<file path="src/rtl/seq_detector_param_pkg.sv">
// Pattern-matching helpers: KMP failure and transition functions evaluated at
// elaboration time to build the detector's constant next-state table.
package seq_det_pkg;

    localparam int SEQ_MAX_W = 16;

    function automatic int seq_st_w(input int width);
        return $clog2(width + 1);
    endfunction

    // Longest proper prefix of the first k pattern bits that is also their suffix.
    function automatic int seq_fail(input logic [15:0] pattern, input int width, input int k);
        int  best;
        logic ok;
        best = 0;
        for (int len = 1; len < k; len++) begin
            ok = 1'b1;
            for (int i = 0; i < len; i++) begin
                ok = ok & (pattern[width-1-i] == pattern[width-1-k+len-i]);
            end
            best = ok ? len : best;
        end
        return best;
    endfunction

    function automatic int seq_next(input logic [15:0] pattern, input int width,
                                    input int k, input logic b);
        int   j;
        int   res;
        logic done;
        j    = k;
        res  = 0;
        done = 1'b0;
        for (int it = 0; it <= SEQ_MAX_W; it++) begin
            if (!done) begin
                if ((j < width) && (b == pattern[width-1-j])) begin
                    res  = j + 1;
                    done = 1'b1;
                end else if (j == 0) begin
                    res  = 0;
                    done = 1'b1;
                end else begin
                    j = seq_fail(pattern, width, j);
                end
            end
        end
        return res;
    endfunction

endpackage

</file>
<file path="src/rtl/seq_detector_param_if.sv">
// Serial-input / match-output bundle between the bit source and the detector.
interface seq_det_if #(
    parameter int ST_W  = 3,
    parameter int CNT_W = 8
);
    logic             din_valid;
    logic             din_bit;
    logic             cnt_clr;
    logic             match;
    logic [ST_W-1:0]  state_o;
    logic [CNT_W-1:0] match_cnt;

    modport master (
        output din_valid, din_bit, cnt_clr,
        input  match, state_o, match_cnt
    );

    modport slave (
        input  din_valid, din_bit, cnt_clr,
        output match, state_o, match_cnt
    );
endinterface

</file>
<file path="src/rtl/seq_detector_param_counter.sv">
// Saturating match counter with clear priority; only built with SEQ_DET_CNT_EN.
`ifdef SEQ_DET_CNT_EN
module seq_det_counter #(
    parameter int CNT_W = 8
) (
    input  logic             clk,
    input  logic             rst,
    input  logic             inc,
    input  logic             clr,
    output logic [CNT_W-1:0] cnt
);

    logic [CNT_W-1:0] cnt_r;

    // Count register: reset, then clear, then saturating increment.
    always_ff @(posedge clk) begin
        if (rst) begin
            cnt_r <= {CNT_W{1'b0}};
        end else if (clr) begin
            cnt_r <= {CNT_W{1'b0}};
        end else if (inc && (cnt_r != {CNT_W{1'b1}})) begin
            cnt_r <= cnt_r + {{(CNT_W-1){1'b0}}, 1'b1};
        end else begin
            cnt_r <= cnt_r;
        end
    end

    assign cnt = cnt_r;

endmodule
`endif

</file>
<file path="src/rtl/seq_detector_param.sv">
// Parametrised serial pattern detector with registered one-cycle match pulse.
// Optional saturating match counter enabled by defining SEQ_DET_CNT_EN.
module seq_detector_param
    import seq_det_pkg::*;
#(
    parameter int          PAT_W   = 4,
    parameter logic [15:0] PATTERN = 16'h0006,
    parameter int          OVERLAP = 1,
    parameter int          CNT_W   = 8
) (
    input  logic   clk,
    input  logic   rst,
    seq_det_if.slave bus
);

    localparam int ST_W  = seq_st_w(PAT_W);
    localparam int TBL_N = 2 ** (ST_W + 1);
    localparam int FAIL_FULL = seq_fail(PATTERN, PAT_W, PAT_W);
    localparam logic [ST_W-1:0] FULL_ST    = PAT_W[ST_W-1:0];
    localparam logic [ST_W-1:0] RESTART_ST = (OVERLAP != 0) ? FAIL_FULL[ST_W-1:0] : {ST_W{1'b0}};

    generate
        if ((PAT_W < 2) || (PAT_W > 16)) begin : g_bad_width
            $error("seq_detector_param: PAT_W must be in 2..16");
        end
        if ((PATTERN >> PAT_W) != 16'h0000) begin : g_bad_pattern
            $error("seq_detector_param: PATTERN wider than PAT_W");
        end
    endgenerate

    // Table indexed by {state, bit}; rows beyond PAT_W-1 are unreachable.
    logic [ST_W-1:0] nxt_tbl [TBL_N];

    for (genvar i = 0; i < TBL_N; i++) begin : g_tbl
        localparam int K  = i / 2;
        localparam int NX = (K < PAT_W) ? seq_next(PATTERN, PAT_W, K, ((i % 2) == 1)) : 0;
        assign nxt_tbl[i] = NX[ST_W-1:0];
    end

    logic [ST_W-1:0] state_r;
    logic [ST_W-1:0] nxt_s;
    logic            match_r;
    logic            hit_s;

    // Table lookup and completion detect for the bit presented this cycle.
    always_comb begin
        nxt_s = nxt_tbl[{state_r, bus.din_bit}];
        hit_s = bus.din_valid && (nxt_s == FULL_ST);
    end

    // Prefix-length state and match pulse registers.
    always_ff @(posedge clk) begin
        if (rst) begin
            state_r <= {ST_W{1'b0}};
            match_r <= 1'b0;
        end else if (bus.din_valid) begin
            if (hit_s) begin
                state_r <= RESTART_ST;
                match_r <= 1'b1;
            end else begin
                state_r <= nxt_s;
                match_r <= 1'b0;
            end
        end else begin
            state_r <= state_r;
            match_r <= 1'b0;
        end
    end

    assign bus.match   = match_r;
    assign bus.state_o = state_r;

`ifdef SEQ_DET_CNT_EN
    logic [CNT_W-1:0] cnt_s;

    seq_det_counter #(.CNT_W(CNT_W)) u_counter (
        .clk (clk),
        .rst (rst),
        .inc (hit_s),
        .clr (bus.cnt_clr),
        .cnt (cnt_s)
    );

    assign bus.match_cnt = cnt_s;
`else
    logic cnt_clr_unused;
    assign cnt_clr_unused = bus.cnt_clr;
    assign bus.match_cnt  = {CNT_W{1'b0}};
`endif

endmodule

</file>
<file path="src/flat_wrapper.sv">
// flat-port wrapper written by rule: the top's interface ports become plain ports
module seq_detector_param_flat import seq_det_pkg::*;
#(
    parameter int          PAT_W   = 4,
    parameter logic [15:0] PATTERN = 16'h0006,
    parameter int          OVERLAP = 1,
    parameter int          CNT_W   = 8
)
  (clk, rst, bus_din_valid, bus_din_bit, bus_cnt_clr, bus_match, bus_state_o, bus_match_cnt);
  seq_det_if #(.ST_W(3), .CNT_W(CNT_W)) bus_i ();
  input  logic clk;
  input  logic rst;
  input wire logic [$bits(bus_i.din_valid)-1:0] bus_din_valid;
  input wire logic [$bits(bus_i.din_bit)-1:0] bus_din_bit;
  input wire logic [$bits(bus_i.cnt_clr)-1:0] bus_cnt_clr;
  output wire logic [$bits(bus_i.match)-1:0] bus_match;
  output wire logic [$bits(bus_i.state_o)-1:0] bus_state_o;
  output wire logic [$bits(bus_i.match_cnt)-1:0] bus_match_cnt;
  assign bus_i.din_valid = bus_din_valid;
  assign bus_i.din_bit = bus_din_bit;
  assign bus_i.cnt_clr = bus_cnt_clr;
  assign bus_match = bus_i.match;
  assign bus_state_o = bus_i.state_o;
  assign bus_match_cnt = bus_i.match_cnt;
  seq_detector_param #(.PAT_W(PAT_W), .PATTERN(PATTERN), .OVERLAP(OVERLAP), .CNT_W(CNT_W)) u_core (.clk(clk), .rst(rst), .bus(bus_i));
endmodule
</file>
<file path="config.mk">
export PLATFORM = sky130hd
export DESIGN_NAME = seq_detector_param_flat
export DESIGN_NICKNAME = d
export VERILOG_FILES = /design/src/rtl/seq_detector_param_pkg.sv /design/src/rtl/seq_detector_param_if.sv /design/src/rtl/seq_detector_param_counter.sv /design/src/rtl/seq_detector_param.sv /design/src/flat_wrapper.sv
export SDC_FILE = /design/constraint.sdc
export NUM_CORES = 1
export LEC_CHECK = 0
export CORE_AREA = 10 10 47 49
export CTS_CLUSTER_SIZE = 24
export DETAILED_ROUTE_END_ITERATION = 6
export DIE_AREA = 0 0 57 59
export SKIP_LAST_GASP = 1
export SLEW_MARGIN = 40
export SYNTH_ARGS = -nofsm -noshare
export SYNTH_HDL_FRONTEND = slang
export SYNTH_SLANG_ARGS = --single-unit
export TNS_END_PERCENT = 30
</file>
<file path="constraint.sdc">
create_clock -name clk -period 1.3 [get_ports clk]
set_clock_uncertainty 0.15 [all_clocks]
set_input_delay 0.26 -clock clk [delete_from_list [all_inputs] [get_ports clk]]
set_output_delay 0.26 -clock clk [all_outputs]
set_load 0.05 [all_outputs]
</file>
==> flow_summary.json, run 1 <==
{
  "outcome": "complete, no violations",
  "period_share_pct": 98.26,
  "drc": 0,
  "hold_class": "input pin to register",
  "dr.pass1.iters": 2,
  "dp_hpwl_um": 427.7,
  "endpoint_kind": "output pin",
  "power_mw": 0.4011,
  "max_freq_mhz": 782.8,
  "fill_cells": 162,
  "grt_pass1_vias": 212,
  "grtUsageTotal_pct": 3.362,
  "met2WireLength_um": 206,
  "antenna_found_initial": 0,
  "fin_ws_ns": 0.02257,
  "crit_type": "register to output pin",
  "wl_met1_um": 214,
  "place.gp.congestion": 0.7604,
  "syn_area_um2": 222.7,
  "post-place-ws_ns": -0.3443,
  "cp_max_fo": 5,
  "cp_cell_sequence": "buf_4, buf_12",
  "cp.arrival_ns": 0.87,
  "finalSetupViolCount": 0,
  "grt_pass1_wl_um": 800,
  "root_buffer": "clkbuf_4",
  "rows": 14,
  "vdd.ir_drop.worst_mv": 0.4871,
  "area_growth_pct": 76.40,
  "die_w_um": 57,
  "syn_area_per_cell_um2": 8.566,
  "grt_max_degree": 7,
  "slowest_delay_ns": 0.35,
  "synth_flop_cell": "dfxtp_1",
  "netlist.area_leader.share_pct": 35.96,
  "cts_tree": "built",
  "antenna_left": 0,
  "required_ns": 0.89,
  "leakagePower_nw": 0.1770,
  "layout.nets": 47,
  "clock_latency_ns": 0.24,
  "netlist_instances": 26,
  "rsz0062_at_grt": "true",
  "ys_ff_latch": 4,
  "cts.hold.buffers_added": 0,
  "clk_pin_slew_ns": 0.04,
  "ctsHtreeMaxLevel": 1,
  "yosys-top-cells-area": "dfxtp_1, buf_4, nor3b_1, nand2b_1, a21oi_1",
  "dr_wl_met3_um": 83,
  "synth_top_area_cell": "dfxtp_1",
  "die_area_um2": 3363,
  "drt_iter0_drc": 1,
  "core_area_um2": 1401,
  "vias_per_cell": 3.421,
  "wire_per_inst_um": 9.211,
  "io_buffers": 7,
  "chipHeight_um": 59,
  "synth-seq-area-share_pct": 35.96,
  "synthArstFlopShare_pct": 0,
  "wl_um": 525,
  "initial_utilization_pct": 15.89,
  "path_buf_inv": 2,
  "maxCapViolCount": 0,
  "drv_slew": 0,
  "overflow": 0,
  "layout-drive-gt1-share_pct": 39.02,
  "yosys-top-cells-count": "buf_4, dfxtp_1",
  "vias": 195,
  "highest_layer": "met4",
  "power.density_nw_per_um2": 1021,
  "num_antenna_cells": 0,
  "yosys_warnings": 0,
  "synth_enable_flop_cells": 0,
  "cts_buffer_depth": 2,
  "cts_buffers": 3,
  "critPathTopFamily": "flip-flops",
  "synthDistinctLibCells": 12,
  "cpMaxStageDelayCell": "dfxtp_4",
  "clock-sinks": 4,
  "num_io_pins": 17,
  "tns_ns": 0,
  "synth_most_common_cell": "buf_4",
  "hold_violations": 0,
  "finalCriticalPeriod_ns": 1.277,
  "worst_setup_path_start_kind": "register"
}
==> worst register-to-register path, stage by stage, from the launching register on <==
cell and delay (ns):
dfxtp_4 0.36, nand2_2 0.06, or4b_1 0.46, a21oi_1 0.15
==> power breakdown <==
| group | internal (mW) | switching, mW | total [mW] |
|---|---|---|---|
| logic | 0.0298 | 0.0728 | 0.103 |
| clock network | 0.115 | 0.0551 | 0.171 |
| registers | 0.125 | 0.00261 | 0.128 |
==> sequential cells by signal, summed over array words and instances (netlist names) <==
register,cells
u_core.bus.match,1
u_core.bus.state_o,3
==> area by class of cell <==
class                   instances  area (um2)  area share [%]
multi-input cells              20       107.6           27.39
repair buffers                 12       148.9           37.90
clock buffers                   4       26.28           6.688
inverters                       1       3.754          0.9554
flip-flops and latches          4       86.33           21.97
well taps                      16       20.02           5.096
==> cell families after synthesis <==
group | share of synthesized area [%]
other | 1.684
buffers and inverters | 28.65
AND/OR/NAND/NOR | 23.03
flip-flops | 35.96
AO/OA/AOI/OAI | 10.67
==> metal layers <==
| layer | GRT usage (%) | up-vias |
|---|---|---|
| met4 | 3.020 | 0 |
| met5 | 0 | - |
| met1 | 2.830 | 77 |
| met3 | 4.721 | 4 |
| li1 | - | 102 |
| met2 | 3.566 | 12 |
==> through the flow <==
| stage | utilization (%) | std cells | hold WS [ns] | instance area (um2) |
|---|---|---|---|---|
| after floorplan | - | 33 | 0.1694 | 257.7 |
| after global placement | 25.54 | 52 | 0.3429 | 357.8 |
| after detailed placement | 25.54 | 52 | 0.3591 | 357.8 |
| after CTS | 27.32 | 56 | 0.2701 | 382.9 |
| after global routing | 28.04 | 57 | 0.2095 | 392.9 |
| final | 28.04 | 57 | 0.1834 | 392.9 |
==> layout by cell type (no fill, tap or decap), types with 2 or more instances in the layout <==
master / count
clkbuf_4: 3
nor3b_1: 2
conb_1: 8
nand2b_1: 2
dfxtp_2: 2
buf_12: 4
buf_4: 5
a21oi_1: 2
==> worst paths after layout <==
path                                       from                            endpoint  cells past startpoint  slack (ns)
max          u_core.bus.state_o[0]$_SDFFE_PP0P_                      bus_state_o[0]                      2        0.02
min                                 bus_din_bit         u_core.bus.match$_SDFF_PP0_                      3        0.18
max reg2reg  u_core.bus.state_o[0]$_SDFFE_PP0P_  u_core.bus.state_o[1]$_SDFFE_PP0P_                      3        0.05
min reg2reg  u_core.bus.state_o[0]$_SDFFE_PP0P_  u_core.bus.state_o[0]$_SDFFE_PP0P_                      2        0.35
==> what timing repair did <==
item,4_1_cts,5_1_grt
buffers inserted,0,1
pin swaps,1,1
gates resized for setup,1,1
setup endpoints to repair,1,1
Note: power is estimated with default switching activity, not from simulation.
==> inputs of run 2 (changes only) <==
--- a/config.mk
+++ b/config.mk
@@ -9,6 +9,7 @@
 export CTS_CLUSTER_SIZE = 24
 export DETAILED_ROUTE_END_ITERATION = 6
 export DIE_AREA = 0 0 57 59
+export HOLD_SLACK_MARGIN = 0.1
 export SKIP_LAST_GASP = 1
 export SLEW_MARGIN = 40
 export SYNTH_ARGS = -nofsm -noshare
==> results of run 2 <==
The final DEF is identical to that of run 1; final timing and power are the same.
